## config.mk

```make
export PLATFORM = sky130hd
export DESIGN_NAME = imem_program_loader
export DESIGN_NICKNAME = d
export VERILOG_FILES = /design/src/rtl/imem_loader_pkg.sv /design/src/rtl/imem_program_loader_word_assembler.sv /design/src/rtl/imem_program_loader.sv
export SDC_FILE = /design/constraint.sdc
export NUM_CORES = 1
export LEC_CHECK = 0
export BUFFER_PORTS_ARGS = -buffer_cell sky130_fd_sc_hd__buf_2
export CAP_MARGIN = 20
export CORE_MARGIN = 2
export CORE_UTILIZATION = 41
export CTS_BUF_LIST = sky130_fd_sc_hd__clkbuf_16
export DETAILED_ROUTE_END_ITERATION = 10
export HOLD_SLACK_MARGIN = 0.03
export SLEW_MARGIN = 20
export SYNTH_ARGS = -nofsm -noshare
export SYNTH_HDL_FRONTEND = slang
export SYNTH_SLANG_ARGS = --single-unit
```

## constraint.sdc

```tcl
create_clock -name clk -period 2.3 [get_ports clk]
set_clock_uncertainty 0.15 [all_clocks]
set_input_delay 0.23 -clock clk [delete_from_list [all_inputs] [get_ports clk]]
set_output_delay 0.23 -clock clk [all_outputs]
set_load 0.005 [all_outputs]
```

## src/rtl/imem_loader_pkg.sv

```systemverilog
// Shared definitions for the IMEM program loader: state encodings,
// frame geometry constants and a small state-classification helper.
package imem_loader_pkg;

    // 3-bit state encodings
    localparam logic [2:0] ST_IDLE   = 3'd0;
    localparam logic [2:0] ST_LEN_LO = 3'd1;
    localparam logic [2:0] ST_LEN_HI = 3'd2;
    localparam logic [2:0] ST_DATA   = 3'd3;
    localparam logic [2:0] ST_WRITE  = 3'd4;
    localparam logic [2:0] ST_CHECK  = 3'd5;
    localparam logic [2:0] ST_DONE   = 3'd6;
    localparam logic [2:0] ST_ERROR  = 3'd7;

    typedef enum logic [2:0] {
        S_IDLE   = ST_IDLE,
        S_LEN_LO = ST_LEN_LO,
        S_LEN_HI = ST_LEN_HI,
        S_DATA   = ST_DATA,
        S_WRITE  = ST_WRITE,
        S_CHECK  = ST_CHECK,
        S_DONE   = ST_DONE,
        S_ERROR  = ST_ERROR
    } state_t;

    // Frame header is a 16-bit little-endian word count
    localparam int HDR_BYTES      = 2;
    localparam int BYTES_PER_WORD = 4;

    // States in which the loader is consuming stream bytes (and the
    // inter-byte timeout is running)
    function automatic logic is_rx_state(input state_t s);
        return (s == S_LEN_LO) || (s == S_LEN_HI) || (s == S_DATA) || (s == S_CHECK);
    endfunction

endpackage

```

## src/rtl/imem_program_loader_word_assembler.sv

```systemverilog
// Byte-lane assembler: shifts payload bytes into a little-endian word,
// keeps the running XOR checksum and flags the byte that completes a word.
module word_assembler
    import imem_loader_pkg::*;
(
    input  logic                          clk,
    input  logic                          reset,
    input  logic                          i_clear,
    input  logic                          i_shift,
    input  logic [7:0]                    i_byte,
    output logic [8*BYTES_PER_WORD-1:0]   o_word_next,
    output logic                          o_word_full,
    output logic [7:0]                    o_checksum
);

    localparam int LANE_W = $clog2(BYTES_PER_WORD);

    logic [LANE_W-1:0]             r_lane;
    logic [8*BYTES_PER_WORD-1:0]   r_word;
    logic [7:0]                    r_cks;

    // The word as it will look once the current byte lands in its lane;
    // the top latches this directly so the write leaves one cycle after
    // the last byte instead of two.
    generate
        for (genvar gi = 0; gi < BYTES_PER_WORD; gi++) begin : g_lane
            assign o_word_next[8*gi +: 8] = (r_lane == LANE_W'(gi)) ? i_byte : r_word[8*gi +: 8];
        end
    endgenerate

    assign o_word_full = i_shift && (r_lane == LANE_W'(BYTES_PER_WORD - 1));
    assign o_checksum  = r_cks;

    // Lane counter, word register and checksum; cleared at frame start
    always_ff @(posedge clk) begin
        if (reset || i_clear) begin
            r_lane <= '0;
            r_word <= '0;
            r_cks  <= '0;
        end else if (i_shift) begin
            r_word <= o_word_next;
            r_lane <= r_lane + 1'b1;
            r_cks  <= r_cks ^ i_byte;
        end
    end

endmodule

```

## src/rtl/imem_program_loader.sv

```systemverilog
// Boot loader: receives a framed program over a byte stream, writes the
// assembled words to IMEM at 0,4,8,... and releases the core reset only
// after the frame checksum matches.
module imem_program_loader
    import imem_loader_pkg::*;
#(
    parameter int IMEM_BYTES  = 256,
    parameter int ADDR_W      = 8,
    parameter int TIMEOUT_CYC = 1000
) (
    input  logic              clk,
    input  logic              reset,
    input  logic              start,
    input  logic              byte_valid,
    input  logic [7:0]        byte_data,
    output logic              byte_ready,
    output logic              imem_we,
    output logic [ADDR_W-1:0] imem_addr,
    output logic [31:0]       imem_wdata,
    output logic              cpu_reset,
    output logic              done,
    output logic              error
);

    localparam int MAX_WORDS = IMEM_BYTES / BYTES_PER_WORD;
    localparam int IDX_W     = ADDR_W - 2;
    localparam int TMO_W     = $clog2(TIMEOUT_CYC + 1);

    state_t              r_state;
    logic                r_byte_ready;
    logic                r_imem_we;
    logic [ADDR_W-1:0]   r_imem_addr;
    logic [31:0]         r_imem_wdata;
    logic                r_cpu_reset;
    logic                r_done;
    logic                r_error;
    logic [15:0]         r_len;
    logic [IDX_W-1:0]    r_idx;
    logic [TMO_W-1:0]    r_tmo;

    logic                w_xfer;
    logic                w_clear;
    logic                w_shift;
    logic [15:0]         w_len_rx;
    logic                w_last_word;
    logic                w_rx_state;
    logic                w_tmo_hit;
    logic [31:0]         w_word_next;
    logic                w_word_full;
    logic [7:0]          w_checksum;

    assign w_xfer      = byte_valid && r_byte_ready;
    assign w_clear     = start && ((r_state == S_IDLE) || (r_state == S_DONE) || (r_state == S_ERROR));
    assign w_shift     = w_xfer && (r_state == S_DATA);
    assign w_len_rx    = {byte_data, r_len[7:0]};
    assign w_last_word = ((16'(r_idx) + 16'd1) == r_len);
    assign w_rx_state  = is_rx_state(r_state);
    assign w_tmo_hit   = (r_tmo == TMO_W'(TIMEOUT_CYC - 1));

    word_assembler u_asm (
        .clk         (clk),
        .reset       (reset),
        .i_clear     (w_clear),
        .i_shift     (w_shift),
        .i_byte      (byte_data),
        .o_word_next (w_word_next),
        .o_word_full (w_word_full),
        .o_checksum  (w_checksum)
    );

    // Frame FSM with registered outputs, word index and inter-byte timeout
    always_ff @(posedge clk) begin
        if (reset) begin
            r_state      <= S_IDLE;
            r_byte_ready <= 1'b0;
            r_imem_we    <= 1'b0;
            r_imem_addr  <= '0;
            r_imem_wdata <= '0;
            r_cpu_reset  <= 1'b1;
            r_done       <= 1'b0;
            r_error      <= 1'b0;
            r_len        <= '0;
            r_idx        <= '0;
            r_tmo        <= '0;
        end else begin
            r_imem_we <= 1'b0;

            case (r_state)
                S_IDLE, S_DONE, S_ERROR: begin
                    if (start) begin
                        r_state      <= S_LEN_LO;
                        r_byte_ready <= 1'b1;
                        r_cpu_reset  <= 1'b1;
                        r_done       <= 1'b0;
                        r_error      <= 1'b0;
                        r_idx        <= '0;
                        r_tmo        <= '0;
                    end
                end

                S_LEN_LO: begin
                    if (w_xfer) begin
                        r_len[7:0] <= byte_data;
                        r_state    <= S_LEN_HI;
                    end
                end

                S_LEN_HI: begin
                    if (w_xfer) begin
                        r_len[15:8] <= byte_data;
                        if (w_len_rx == 16'd0) begin
                            r_state <= S_CHECK;
                        end else if (w_len_rx > 16'(MAX_WORDS)) begin
                            // Oversized program: reject before touching IMEM
                            r_state      <= S_ERROR;
                            r_byte_ready <= 1'b0;
                            r_error      <= 1'b1;
                        end else begin
                            r_state <= S_DATA;
                        end
                    end
                end

                S_DATA: begin
                    if (w_xfer && w_word_full) begin
                        r_state      <= S_WRITE;
                        r_byte_ready <= 1'b0;
                        r_imem_we    <= 1'b1;
                        r_imem_addr  <= {r_idx, 2'b00};
                        r_imem_wdata <= w_word_next;
                    end
                end

                S_WRITE: begin
                    r_idx        <= r_idx + 1'b1;
                    r_byte_ready <= 1'b1;
                    r_state      <= w_last_word ? S_CHECK : S_DATA;
                end

                S_CHECK: begin
                    if (w_xfer) begin
                        r_byte_ready <= 1'b0;
                        if (byte_data == w_checksum) begin
                            r_state     <= S_DONE;
                            r_done      <= 1'b1;
                            r_cpu_reset <= 1'b0;
                        end else begin
                            r_state <= S_ERROR;
                            r_error <= 1'b1;
                        end
                    end
                end

                default: begin
                    r_state      <= S_IDLE;
                    r_byte_ready <= 1'b0;
                end
            endcase

            // Idle-cycle watchdog while receiving; the case above leaves
            // state alone on non-transfer cycles, so this never collides.
            if (w_rx_state) begin
                if (w_xfer) begin
                    r_tmo <= '0;
                end else if (w_tmo_hit) begin
                    r_state      <= S_ERROR;
                    r_byte_ready <= 1'b0;
                    r_error      <= 1'b1;
                end else begin
                    r_tmo <= r_tmo + 1'b1;
                end
            end
        end
    end

    assign byte_ready = r_byte_ready;
    assign imem_we    = r_imem_we;
    assign imem_addr  = r_imem_addr;
    assign imem_wdata = r_imem_wdata;
    assign cpu_reset  = r_cpu_reset;
    assign done       = r_done;
    assign error      = r_error;

endmodule
```

* After elaboration in Yosys (flattened, before gate mapping)
Cells that the tools add are included.
** Storage, ports and cells
- Output and inout bits :: 45
- Bits of input ports :: 12
- Flip-flop bits (word level) :: 120
- Logic and storage cells :: 114
** Operators by class
- Multiplexer cells :: 53
- Equal/unequal tests :: 16
- Bitwise operators :: 2
- Reduce and logical (&&, ||, !) cells :: 23
- Order comparisons :: 1
- $add $sub $neg :: 4
** Operators with widths (number)
- $mux W10 :: 5
- $mux W3 :: 11
- $mux W8 :: 4
- $mux W1 :: 26
- $pmux W3 S6 :: 1
- $eq A7 B16 Y1 :: 1
- $gt A16 B7 Y1 const B :: 1
- $logic_not A16 Y1 :: 1
- $eq A3 B3 Y1 const B :: 4
- $pmux W6 S2 :: 1
- $add A10 B1 Y10 const B :: 1
- $eq A10 B10 Y1 const B :: 1
- $eq A8 B8 Y1 :: 1
- $reduce_and A2 Y1 :: 4
- $xor A8 B8 Y8 :: 1
- $add A6 B1 Y7 const B :: 1
- $add A6 B1 Y6 const B :: 1
- $eq A3 B2 Y1 const B :: 2
- $logic_or A1 B1 Y1 :: 6
- $mux W6 :: 1
- $logic_and A1 B1 Y1 :: 5
- $pmux W1 S5 :: 1
- $eq A2 B2 Y1 const B :: 2
- $ne A2 B2 Y1 const B :: 2
- 13 further kinds :: 15

* Longest topological paths before layout
- Word-level depth :: 9
- Mapped depth :: 7
- Mapped depth without buffers :: 6

* By module
From an unflattened synthesis, not the netlist that was laid out.
** Unflattened totals
- Cell total of the unflattened synthesis :: 687
- Area, all modules :: 5997.0 sq um
** Modules (own cells, without submodules)
- imem_program_loader :: seq. area each 1561.5 sq um, area each 3502.1 sq um, cells each 450, instances 1
- word_assembler :: seq. area each 840.8 sq um, area each 2494.9 sq um, cells each 237, instances 1

* Worst setup path after synthesis
No wires, ideal clock.
- Kind :: register -> register
- Start :: reg r_tmo[0]
- End :: reg r_tmo[5]
- Data arrival time :: 1.652 ns
- Setup time :: 0.066 ns
- Clock period less this slack :: 1.868 ns
- Data required time :: 2.084 ns
- Setup slack :: 0.432 ns
- Path buffers :: 0
- Cell stages (with the launch flop) :: 7
- Path through :: dfxtp_1 > ha_1 > nand2_1 > o311ai_4 > or3_1 > or3_1 > a21oi_2
** On the way
- Longest elaborated chain between the ends :: 4
- Elaborated cells on any way between the ends :: 5
- Classes of those cells :: add/sub (1); eq/ne (1); mux (3)
** RTL lines
- start, declared :: line imem_program_loader.sv:39 : logic [TMO_W-1:0] r_tmo;
- start signal, assigned :: line imem_program_loader.sv:170 : r_tmo <= r_tmo + 1'b1;
- $add A10 B1 Y10 or $eq A10 B10 Y1 (tied branches) :: line imem_program_loader.sv:170, imem_program_loader.sv:58
- $mux W10 * :: line imem_program_loader.sv:165 : end else if (w_tmo_hit) begin
- $mux W10 * :: line imem_program_loader.sv:163 : if (w_xfer) begin
- $mux W10 * :: line imem_program_loader.sv:162 : if (w_rx_state) begin
Mark *: on every way between the ends. The rest lies on a longest branch, timed or not.
A chain may end at the register's enable or synchronous reset.

* Worst setup path after layout
- Start :: reg r_state[1]
- End :: reg u_asm.r_word[6]
** On the way
- Longest elaborated chain between the ends :: 5
- Elaborated cells on any way between the ends :: 9
- Classes of those cells :: eq/ne (3); reduce/logical (6)
** RTL lines
- start, declared :: line imem_program_loader.sv:29 : state_t r_state;
- start signal, assigned :: line imem_program_loader.sv:137 : r_state <= w_last_word ? S_CHECK : S_DATA;
- $eq A3 B3 Y1 or $logic_not A3 Y1 (tied branches) :: line imem_program_loader.sv:53 : assign w_clear = start && ((r_state == S_IDLE) || (r_state == S_DONE) || (r_state == S_ERROR));
- $logic_or A1 B1 Y1 (2 in series) :: line imem_program_loader.sv:53
- $logic_and A1 B1 Y1 :: line imem_program_loader.sv:53
- $logic_or A1 B1 Y1 :: line imem_program_loader_word_assembler.sv:36 : if (reset || i_clear) begin
- end signal, assigned :: line imem_program_loader_word_assembler.sv:41 : r_word <= o_word_next;
- end, declared :: line imem_program_loader_word_assembler.sv:19 : logic [8*BYTES_PER_WORD-1:0] r_word;
Several ways; a longest one is shown, not always the timed one.

==> metrics <==
Largest delay share family, worst path simple AND/OR/NAND/NOR gates; placed cell area ~0.0056 mm^2; GR Overflow Total 0; element type at the critical path end flip-flop; number of flops mapped to enable cells by yosys 0; Tightest Pin Transition 0.7337 ns; Routed WL roughly 13000 um; #FFs+latches synth ~110; critical path cell sequence nor2b_1 > and2_1 > buf_12 > nand2_1 > nand2_1 > a21oi_1; most common library cells after synthesis 112 x dfxtp_1, 92 x nand2_1, 66 x nor2_1; Worst Path Buf+Inv 1; DP HPWL slightly below 9000 um; WP data arrival about 2.1 ns; setup bufs post-CTS 0; Hold Crit Class in2reg; Util after Layout between 40% and 50%; vias per cell roughly 5.3; crit-path max FO 38; Core Footprint between 0.01 and 0.015 mm^2; final hold violation count 0; fillers ~1200; Power Dens Cells about 660 mW/mm^2; die span in x 115.8 um; count leader, synth dfxtp_1; total CTS buffers 9; Worst-path clk slew 0.07 ns; crit path kind reg2reg; WL/cell around 15 um; CTS-repair resized insts 0; met3 Track Usage GR between 3 and 4%; GRT busiest layer met2; # hold bufs at CTS 0; Clock Root Buffer clkbuf_16; met1 usage approximately 27%; register area share after synthesis 43.72%; crit share post-route 88.82%; DRC 0; met2 global-route usage 29.86%; RSZ-0062 raised after global routing false; final setup vio count 0; Tmin final 2.043 ns; Nets between 600 and 700; RePlAce Congestion about 0.89; Layout Cells excl Fill ~830; worst rel slew slack between 50% and 60%; initial antenna violation count 0; slowest CP cell dfxtp_1; Layout area overhead 14.69%; Place WS approximately 0.29 ns; CTS sink count 112; DRT Pass-1 Iters 5; Cells after Synth 620; reported leakage power ~2.2 nW; FFs w/ async S/R, synth 0%; Yosys top cell by area dfxtp_1; Synth Flop Type dfxtp_1; Clock Path Buffers 2; Synth cell types 54; Max Slew Vio Count 0; Port Buffers 54; final setup TNS 0 ns; number of synthesis warnings 0; DRT antenna net count 0; placed insts ~810; final worst slack ~0.26 ns; maximum clock rate roughly 0.49 GHz; max-cap check violation count 0; Hold WS between 0.07 and 0.08 ns; pin count of the biggest net entering global routing 49; Die H 115.8 um; first-pass GRT wire length roughly 21000 um; Tot Pwr between 3 and 4 mW; initial core utilization 42.35%; Iter 0 DRT Violations between 200 and 300; peak supply drop 373.9 uV; count of boundary I/O pins 57; diode count 0; die area between 0.01 and 0.015 mm^2; proportion of layout cells with a drive suffix above 1 between 15 and 20%; Crit path largest cell delay between 0.5 and 0.6 ns; H-tree depth 3; vias after detailed routing 4399; top cell type's share of synthesized area between 40% and 50%; Synth area leaders dfxtp_1 44%, nand2_1 6.7%, mux2i_1 6.4%; most used cell, CP nand2_1; row cnt 40; Syn Area/Cell 8.272 um^2; vias in the first global route slightly above 4000; status complete, no violations; startpoint class of the critical path flip-flop; final instance area slightly below 0.006 mm^2; All-Layer GR Usage slightly below 20%; Req. time, crit path 2.39 ns; Worst-Skew Late Latency approximately 0.36 ns; synthesized area just over 0.005 mm^2; CTS tree built
-- metal layers --
layer	wire, um	vias to the layer above
li1	-	2218
met1	6251	2070
met2	5662	88
met3	465	23
met4	337	0
met5	0	-
-- path summary, 6_finish.rpt --
path	startpoint	to	slack [ns]	cells after the start
max	r_state[1]	u_asm.r_word[6]	0.26	6
min	byte_data[1]	u_asm.r_word[17]	0.07	3
max reg2reg	r_state[1]	u_asm.r_word[6]	0.26	6
min reg2reg	imem_addr[3]	imem_addr[3]	0.30	2
-- layout by cell type, fill, tap and decap left out, drive strengths merged, types with 3 or more instances in the layout --
| cell type | n |
|---|---|
| a31oi | 5 |
| xor2 | 19 |
| clkbuf | 9 |
| a21oi | 65 |
| nor3 | 10 |
| buf | 75 |
| o21ai | 14 |
| inv | 7 |
| a211oi | 27 |
| nor2b | 4 |
| nand4 | 3 |
| and2 | 5 |
| and3 | 7 |
| ha | 6 |
| dfxtp | 112 |
| nor2 | 68 |
| nor4 | 7 |
| mux2i | 33 |
| nand2 | 92 |
| xnor2 | 8 |
| nand3 | 45 |
| or3 | 5 |
-- final cells by class --
type | instances | area (um^2) | area share [%]
multi-input combinational | 454 | 2635 | 44.80
sequential | 112 | 2242 | 38.12
timing repair buffer | 75 | 465.4 | 7.913
clock buffer | 9 | 225.2 | 3.829
tap | 168 | 210.2 | 3.574
clock inverter | 6 | 85.08 | 1.447
inverter | 5 | 18.77 | 0.3191
-- cell families after synthesis --
group	synth area share [%]
simple gates	22.79
compound gates	15.91
flops	43.72
buf+inv	5.001
mux	6.441
xor+xnor	4.611
fa+ha+maj	1.464
other cells	0.07312
-- flip-flops by register name, summed over array words and instances (netlist names) --
register and cells:
imem_wdata 32, u_asm.r_word 24, r_len 16, r_tmo 10, u_asm.o_checksum 8, imem_addr 6
r_idx 6, r_state 3, u_asm.r_lane 2, byte_ready 1, cpu_reset 1, done 1
error 1, imem_we 1
-- worst register-to-register path, cell delays in order, from the launching register on --
cell,delay (ns)
dfxtp_1,0.58
nor2b_1,0.32
and2_1,0.22
buf_12,0.21
nand2_1,0.23
nand2_1,0.16
a21oi_1,0.07
-- report_power, final --
group	switching, mW	total (mW)	internal, mW
Combinational	0.171	0.254	0.0831
Clock	0.716	1.66	0.948
Sequential	0.0201	1.97	1.95
Power figures use the tool's default switching activity.
